==> src/rtl/mips_muldiv_unit.sv <==
// rtl/mips_muldiv_unit.sv - multi-cycle MIPS multiply/divide unit owning HI/LO
//
// Purpose: executes MULT, MULTU, DIV, DIVU (one result bit per enabled cycle)
// and MTHI/MTLO, and holds the HI/LO architectural registers.
// Ports:
//   clk, reset      - rising-edge clock, asynchronous active-high reset
//   clk_enable      - when low every register holds
//   start, op       - request strobe and opcode (0 MULT, 1 MULTU, 2 DIV,
//                     3 DIVU, 4 MTHI, 5 MTLO, 6/7 no-op)
//   rs_data/rt_data - operand A / operand B
//   mf_req          - core is issuing MFHI/MFLO
//   busy, done      - operation in progress / one-cycle completion pulse
//   stall           - mf_req & busy
//   hi, lo          - HI and LO registers
module mips_muldiv_unit #(
  parameter int WIDTH = 32,
  parameter int CNT_W = $clog2(WIDTH)
) (
  input  logic             clk,
  input  logic             reset,
  input  logic             clk_enable,
  input  logic             start,
  input  logic [2:0]       op,
  input  logic [WIDTH-1:0] rs_data,
  input  logic [WIDTH-1:0] rt_data,
  input  logic             mf_req,
  output logic             busy,
  output logic             done,
  output logic             stall,
  output logic [WIDTH-1:0] hi,
  output logic [WIDTH-1:0] lo
);

  localparam int W2 = 2 * WIDTH;

  typedef enum logic [1:0] {ST_IDLE, ST_RUN, ST_FINISH} state_t;

  state_t           state_q, state_d;
  logic [CNT_W-1:0] cnt_q, cnt_d;
  // Multiply: {partial product high half, multiplier shifting out}.
  // Divide:   {partial remainder, dividend shifting out / quotient shifting in}.
  logic [W2-1:0]    acc_q, acc_d;
  logic [WIDTH-1:0] opa_q, opa_d;
  logic [WIDTH-1:0] opb_q, opb_d;
  logic [WIDTH-1:0] hi_q, hi_d;
  logic [WIDTH-1:0] lo_q, lo_d;
  logic             is_div_q, is_div_d;
  logic             neg_res_q, neg_res_d;
  logic             neg_rem_q, neg_rem_d;
  logic             done_q, done_d;

  // Operand conditioning: signed ops (MULT, DIV) work on magnitudes.
  logic             signed_op, neg_a, neg_b;
  logic [WIDTH-1:0] abs_a, abs_b;

  assign signed_op = ~op[0];
  assign neg_a     = signed_op & rs_data[WIDTH-1];
  assign neg_b     = signed_op & rt_data[WIDTH-1];
  assign abs_a     = neg_a ? -rs_data : rs_data;
  assign abs_b     = neg_b ? -rt_data : rt_data;

  // One shift-add step; the extra bit catches the carry of the add.
  logic [WIDTH:0] mul_sum;
  assign mul_sum = {1'b0, acc_q[W2-1:WIDTH]} + (acc_q[0] ? {1'b0, opa_q} : '0);

  // One restoring-division step. The remainder is always below the divisor,
  // so the shifted value fits in WIDTH+1 bits and the kept value in WIDTH.
  logic [WIDTH:0] div_shift, div_diff;
  logic           div_ge;
  assign div_shift = {acc_q[W2-1:WIDTH], acc_q[WIDTH-1]};
  assign div_ge    = div_shift >= {1'b0, opb_q};
  assign div_diff  = div_shift - {1'b0, opb_q};

  // Sign correction applied on the FINISH edge.
  logic [W2-1:0]    prod_fix;
  logic [WIDTH-1:0] quo_fix, rem_fix, quo_mag, rem_mag;
  assign quo_mag  = acc_q[WIDTH-1:0];
  assign rem_mag  = acc_q[W2-1:WIDTH];
  assign prod_fix = neg_res_q ? -acc_q : acc_q;
  // A zero divisor leaves the remainder equal to |dividend|, so the normal
  // remainder sign fix restores the original dividend; only LO is forced.
  assign quo_fix  = (opb_q == '0) ? '1 : (neg_res_q ? -quo_mag : quo_mag);
  assign rem_fix  = neg_rem_q ? -rem_mag : rem_mag;

  always_comb begin
    state_d   = state_q;
    cnt_d     = cnt_q;
    acc_d     = acc_q;
    opa_d     = opa_q;
    opb_d     = opb_q;
    hi_d      = hi_q;
    lo_d      = lo_q;
    is_div_d  = is_div_q;
    neg_res_d = neg_res_q;
    neg_rem_d = neg_rem_q;
    done_d    = 1'b0;
    case (state_q)
      ST_IDLE: begin
        if (start) begin
          if (!op[2]) begin
            opa_d     = abs_a;
            opb_d     = abs_b;
            is_div_d  = op[1];
            neg_res_d = neg_a ^ neg_b;
            neg_rem_d = neg_a;
            acc_d     = op[1] ? {{WIDTH{1'b0}}, abs_a} : {{WIDTH{1'b0}}, abs_b};
            cnt_d     = CNT_W'(WIDTH - 1);
            state_d   = ST_RUN;
          end else if (op[1:0] == 2'b00) begin
            hi_d = rs_data;
          end else if (op[1:0] == 2'b01) begin
            lo_d = rs_data;
          end
        end
      end
      ST_RUN: begin
        if (is_div_q) begin
          acc_d = {(div_ge ? div_diff[WIDTH-1:0] : div_shift[WIDTH-1:0]),
                   acc_q[WIDTH-2:0], div_ge};
        end else begin
          acc_d = {mul_sum, acc_q[WIDTH-1:1]};
        end
        if (cnt_q == '0) begin
          state_d = ST_FINISH;
        end else begin
          cnt_d = cnt_q - CNT_W'(1);
        end
      end
      ST_FINISH: begin
        if (is_div_q) begin
          hi_d = rem_fix;
          lo_d = quo_fix;
        end else begin
          {hi_d, lo_d} = prod_fix;
        end
        done_d  = 1'b1;
        state_d = ST_IDLE;
      end
      default: state_d = ST_IDLE;
    endcase
  end

  always_ff @(posedge clk or posedge reset) begin
    if (reset) begin
      state_q   <= ST_IDLE;
      cnt_q     <= '0;
      acc_q     <= '0;
      opa_q     <= '0;
      opb_q     <= '0;
      hi_q      <= '0;
      lo_q      <= '0;
      is_div_q  <= 1'b0;
      neg_res_q <= 1'b0;
      neg_rem_q <= 1'b0;
      done_q    <= 1'b0;
    end else if (clk_enable) begin
      state_q   <= state_d;
      cnt_q     <= cnt_d;
      acc_q     <= acc_d;
      opa_q     <= opa_d;
      opb_q     <= opb_d;
      hi_q      <= hi_d;
      lo_q      <= lo_d;
      is_div_q  <= is_div_d;
      neg_res_q <= neg_res_d;
      neg_rem_q <= neg_rem_d;
      done_q    <= done_d;
    end
  end

  assign busy  = (state_q != ST_IDLE);
  assign done  = done_q;
  assign stall = mf_req & busy;
  assign hi    = hi_q;
  assign lo    = lo_q;

endmodule

==> config.mk <==
export PLATFORM = sky130hd
export DESIGN_NAME = mips_muldiv_unit
export DESIGN_NICKNAME = d
export VERILOG_FILES = /design/src/rtl/mips_muldiv_unit.sv
export SDC_FILE = /design/constraint.sdc
export NUM_CORES = 1
export LEC_CHECK = 0
export ABC_CLOCK_PERIOD_IN_PS = 7470
export BUFFER_PORTS_ARGS = -buffer_cell sky130_fd_sc_hd__buf_2
export CAP_MARGIN = 10
export CELL_PAD_IN_SITES_DETAIL_PLACEMENT = 1
export CELL_PAD_IN_SITES_GLOBAL_PLACEMENT = 2
export CORE_ASPECT_RATIO = 0.6
export CORE_MARGIN = 4
export CORE_UTILIZATION = 33
export DETAILED_ROUTE_END_ITERATION = 8
export PLACE_DENSITY_LB_ADDON = 0.1
export SYNTH_ARGS = -nofsm -noshare
export SYNTH_HDL_FRONTEND = slang
export SYNTH_SLANG_ARGS = --single-unit
export TNS_END_PERCENT = 5
==> constraint.sdc <==
create_clock -name clk -period 7.47 [get_ports clk]
set_input_delay 1.8675 -clock clk [delete_from_list [all_inputs] [get_ports clk]]
set_output_delay 1.8675 -clock clk [all_outputs]
set_load 0.01 [all_outputs]
Yosys cells after proc, flatten, opt, wreduce, memory -nomap -nowiden
Index checks and enable logic that the tools add are counted.
Storage, ports and cells
  register bits: 203
  input port bits: 72
  output and inout port bits: 67
  logic and storage cells: 83
Cells by class
  $add $sub $neg: 8
  magnitude comparators: 1
  equal/unequal tests: 11
  multiplexer cells: 33
  bitwise gates (word level): 6
  reductions and logical operators: 13
Operators with widths (count)
  $mux W32: 17
  $mux W64: 4
  $neg A32 Y32: 4
  $pmux W32 S2: 2
  $pmux W64 S2: 1
  $neg A64 Y64: 1
  $add A32 B32 Y33: 1
  $ge A33 B32 Y1: 1
  $logic_not A32 Y1: 1
  $sub A32 B32 Y32: 1
  $ne A2 B2 Y1 const B: 8
  $mux W5: 3
  $reduce_and A4 Y1: 3
  $pmux W5 S2: 1
  $reduce_and A5 Y1: 2
  $mux W2: 3
  $reduce_and A6 Y1: 1
  $reduce_bool A2 Y1: 3
  $logic_not A5 Y1: 1
  $sub A5 B1 Y5 const B: 1
  $eq A2 B1 Y1 const B: 2
  $logic_not A2 Y1: 2
  $pmux W2 S2: 1
  $and A1 B1 Y1: 3
  other kinds (4): 5

Longest topological paths before layout
  depth after elaboration: 7
  depth in mapped cells: 16
  gate-level depth less buffers: 14

Worst setup path before layout
OpenSTA, ideal clock, no wires.
  path type: in2reg
  from: in rt_data[9]
  to: reg acc_q[27]
  data arrival time: 4.203 ns
  data required time: 7.349 ns
  path slack: 3.146 ns
  stages: 10
  buffers on the path: 1
  cell sequence: or4_1 or3_1 or3_1 clkbuf_1 nor3_1 nand2_1 o21ai_0 xor2_1 nor3_1 o22a_1
On the way
  cells in the longest elaborated chain, start to end: 6
RTL lines
  start, declared: RTL line 25  | input logic [WIDTH-1:0] rt_data,
  $neg A32 Y32: RTL line 60  | assign abs_b = neg_b ? -rt_data : rt_data;
  $mux W32: RTL line 60
  $mux W32: RTL line 106  | acc_d = op[1] ? {{WIDTH{1'b0}}, abs_a} : {{WIDTH{1'b0}}, abs_b};
  $mux W64: RTL line 100  | if (!op[2]) begin
  $mux W64: RTL line 99  | if (start) begin
  $pmux W64 S2: RTL line 97  | case (state_q)
  end signal, assigned: RTL line 147  | acc_q <= '0;
  end signal, assigned: RTL line 159  | acc_q <= acc_d;
  end, declared: RTL line 42  | logic [W2-1:0] acc_q, acc_d;
Every way passes these cells. The select of a mux whose other input is x is not followed.
A chain may end at the register's enable or synchronous reset.

Final worst setup path
  from: reg acc_q[0]
  to: reg acc_q[63]
On the way
  cells in the longest elaborated chain, start to end: 4
RTL lines
  $mux W32: RTL line 64  | assign mul_sum = {1'b0, acc_q[W2-1:WIDTH]} + (acc_q[0] ? {1'b0, opa_q} : '0);
  $add A32 B32 Y33: RTL line 64
  $mux W64: RTL line 117  | if (is_div_q) begin
  $pmux W64 S2: RTL line 97
Every way passes these cells.

==> impl_results.md <==
* Number of rows created at floorplan at between 60 and 70
* Simple logic cell fraction of the synthesized area at about a fifth
* Final GP Congestion at 0.9117
* Slack of the worst reg-to-reg path at between 2 and 3 ns
* Clock buffer count from CTS at 23
* Main flop type after synthesis: sky130_fd_sc_hd__dfrtp_1
* Full die area at approximately 51,000 µm²
* DRC violation count after routing at 0
* Layout Nets at 2,188
* Area of the placeable core at between 40,000 and 50,000 µm²
* Kind of start point of the critical path: flip-flop
* Post-detailed-route wirelength per cell at approximately 26 µm
* Width of the chip at around 290 µm
* CTS hold repair buffers at 0
* Starting density of the core at 33.57%
* Design Power at between 8 and 9 mW
* Largest cells by area after synthesis: sky130_fd_sc_hd__dfrtp_1 32%, sky130_fd_sc_hd__o21ai_0 7.5%, sky130_fd_sc_hd__nand2_1 6.7%
* Max-cap violations at 0
* Peak VDD IR at around 0.00016 V
* Via-to-Cell Ratio at 5.698
* Dpl hpwl at 56,200 µm
* Via count at 15,333
* Achievable Freq at between 200 and 250 MHz
* Fin Clk Skew at about 0.016 ns
* Multiplexer share of the synthesized area at under 10%
* Endpoint with the worst hold slack: hi[12]
* CP max FO at 36
* Count of buffers added by post-CTS timing repair for setup at 0
* Total of buffers placed on input and output ports at around 140
* Synthesized-area fraction occupied by adder cells at 5.859%
* Largest family of logic cells by synthesized area: compound AO/OA/AOI/OAI gates
* Max-slew violations at 0
* Asr flop ratio synth at 100.0%
* Actual slew at the worst max-slew pin at around 1.2 ns
* Synth Area in XOR/XNOR at 9.862%
* Class of the worst hold path: reg2reg
* Instance area at placement at approximately 17,000 µm²
* Area growth from synthesis to layout at 12.97%
* Number of global-route vias before repair at 15,025
* Area of combinational cells with multiple inputs at approximately 10000 µm²
* Synthesized netlist cell count at between 1,500 and 2,000
* Pwr/cell area at about 450 nW/µm²
* Post-Synthesis Cell Area at approximately 16,000 µm²
* Register clock-pin slew on the reported worst setup and hold paths at ~0.07 ns
* CP required at 7.91 ns
* Root buffer cell: sky130_fd_sc_hd__clkbuf_16
* Final core occ at 37.93%
* Fin crit share at ~63%
* Final antenna-violating net count at 0
* Proportion of synthesized chip area in sequential cells at 32.50%
* Layout Cells excl Fill at roughly 2,700
* Final setup violation count at 0
* Clock sink total at 203
* Ys Warns at 0
* Filler cell count in the final layout at approximately 5,700
* Tot GR Track Use at between 20% and 30%
* Chip Height at about 180 µm
* Cell type with the largest total area after synthesis: sky130_fd_sc_hd__dfrtp_1
* Later-pin clock latency in the skew report at 0.55 ns
* P_leak at 7.835 nW
* Number of iterations in the first detailed-routing pass at 5
* Layout cells sized above 1 at 10.97%
* R2R Path Start: acc_q[0]
* Final critical-path required period at about 4.7 ns
* Number of synthesized register bits at a little over 200
* Syn Nets at approximately 2,100
* Antenna violations before repair at 1
* Syn_area_per_cell at ~7.9 µm²
* Total length of routed wires at around 70,000 µm
* Area occupied by registers at slightly above 5000 µm²
* # resized after CTS at 0
* I/O pin count at about 140
* Area fraction in compound gates after synthesis at a little under a quarter
* Final count of hold timing violations at 0
* Run status: completed
* Setup repair after global routing missed its margin: no
* Setup TNS at 0 ns
* Ant diodes at 0
* Maximum clock insertion buffer count at 3
* CP startpoint: acc_q[0]
* R2r worst-path depth at 14
* Slew headroom at roughly 21%
* Yosys top cell area share at 32.50%
* First-pass GRT wire length at 102,800 µm
* Clock tree from TritonCTS: built
* Maximum number of pins on one net before global-route repair at about 110
* Worst Setup Path Type: reg2reg
* Cell types with the highest counts after synthesis: 280 x sky130_fd_sc_hd__nand2_1, 234 x sky130_fd_sc_hd__o21ai_0, 203 x sky130_fd_sc_hd__dfrtp_1
* Worst hold start: hi[12]
* H-tree depth at 1
* DRC marker count from the first detailed-route iteration at around 1,300
* Unique masters post-synth at 68
* Final cell area excluding filler cells at about 18,000 µm²
* Cells after DPL at ~2,600
* Reg-to-reg endpoint: acc_q[63]
* Total congestion overflow at 0
* Data arrival, critical path at between 5 and 6 ns
* Top-count cell post-synth: sky130_fd_sc_hd__nand2_1
* Kind of end point of the critical path: flip-flop
* Number of enable flip-flop cells after synthesis at 0
* Cell count of the worst hold path at 2
per-layer routing:
metal  wire length [µm]  GRT usage, %
met4               1163         4.032
met3               5803         7.781
met2              26850         36.33
met5                  7             0
met1              36650         43.09
where the power goes:
part	internal [mW]	switching, mW	total (mW)
Clock	0.701	0.525	1.23
Combinational	1.75	2.81	4.57
Sequential	1.52	0.686	2.21
cells by family (layout without fill, tap and decap cells):
group | after synthesis | after routing
AOI/OAI and AO/OA | 609 | 609
xor gates and xnor gates | 176 | 176
adders and majority gates | 72 | 72
buffers and inverters | 188 | 273
DFF | 203 | 203
muxes | 68 | 68
and+or+nand+nor | 660 | 660
critical path: stages (launching register included):
cell and delay [ns]:
sky130_fd_sc_hd__dfrtp_1 0.82, sky130_fd_sc_hd__and2_1 0.37, sky130_fd_sc_hd__ha_1 0.22, sky130_fd_sc_hd__inv_1 0.08
sky130_fd_sc_hd__fa_1 0.18, sky130_fd_sc_hd__nand2b_1 0.18, sky130_fd_sc_hd__a21oi_1 0.13, sky130_fd_sc_hd__o21ai_0 0.36
sky130_fd_sc_hd__a21oi_1 0.12, sky130_fd_sc_hd__buf_4 0.19, sky130_fd_sc_hd__or2_2 0.31, sky130_fd_sc_hd__a211oi_1 0.73
sky130_fd_sc_hd__o311ai_0 0.30, sky130_fd_sc_hd__a311o_1 0.38, sky130_fd_sc_hd__a32o_1 0.25
flip-flops by register name, indices dropped and copies added (netlist names):
register	count
acc_q	64
cnt_q	5
done	1
hi	32
is_div_q	1
lo	32
neg_rem_q	1
neg_res_q	1
opa_q	32
opb_q	32
state_q	2
worst max path at each step:
stage               slack, ns        end  cells past startpoint
floorplan                0.06   acc_q[0]                      1
global placement         2.70      lo[5]                      6
detailed placement       2.62      lo[4]                      5
CTS                      2.88  acc_q[63]                     14
global route             2.63  acc_q[63]                     14
finish                   2.73  acc_q[63]                     14
cell usage in the layout (no fill, tap or decap), types with 8 or more instances in the layout:
| master | instances |
|---|---|
| sky130_fd_sc_hd__nand2_1 | 279 |
| sky130_fd_sc_hd__o21ai_0 | 234 |
| sky130_fd_sc_hd__dfrtp_1 | 202 |
| sky130_fd_sc_hd__nor2_1 | 157 |
| sky130_fd_sc_hd__a21oi_1 | 143 |
| sky130_fd_sc_hd__buf_2 | 138 |
| sky130_fd_sc_hd__xnor2_1 | 106 |
| sky130_fd_sc_hd__xor2_1 | 70 |
| sky130_fd_sc_hd__ha_1 | 70 |
| sky130_fd_sc_hd__inv_1 | 69 |
| sky130_fd_sc_hd__mux2i_1 | 67 |
| sky130_fd_sc_hd__nor3_1 | 43 |
| sky130_fd_sc_hd__and2_1 | 40 |
| sky130_fd_sc_hd__o22ai_1 | 32 |
| sky130_fd_sc_hd__a31oi_1 | 29 |
| sky130_fd_sc_hd__o31ai_1 | 29 |
| sky130_fd_sc_hd__nor4_1 | 26 |
| sky130_fd_sc_hd__a21o_1 | 26 |
| sky130_fd_sc_hd__clkbuf_16 | 23 |
| sky130_fd_sc_hd__buf_4 | 23 |
| sky130_fd_sc_hd__nand3_1 | 21 |
| sky130_fd_sc_hd__nand2b_1 | 20 |
| sky130_fd_sc_hd__a221o_1 | 16 |
| sky130_fd_sc_hd__or4_1 | 13 |
| sky130_fd_sc_hd__a211oi_1 | 12 |
| sky130_fd_sc_hd__nor2b_1 | 11 |
| sky130_fd_sc_hd__o41ai_1 | 11 |
| sky130_fd_sc_hd__o211ai_1 | 11 |
| sky130_fd_sc_hd__or3_1 | 10 |
| sky130_fd_sc_hd__o21bai_1 | 9 |
| sky130_fd_sc_hd__a22o_1 | 8 |
| sky130_fd_sc_hd__nand4_1 | 8 |
area by class of cell:
cell class	count	share of cell area, %
clock buffer	28	3.536
clock inverter	14	0.8928
inverter	70	1.531
multi-input combinational	1585	55.91
sequential	203	28.77
tap	630	4.464
timing repair buffer	161	4.889
stage by stage:
step	worst slack (ns)	hold slack, ns
6_report	2.730	0.4692
5_1_grt	2.628	0.4917
4_1_cts	2.881	0.4800
3_5_place_dp	2.625	0.4637
3_3_place_gp	2.703	0.4574
2_1_floorplan	0.06343	0.4418
Power figures use the tool's default switching activity.
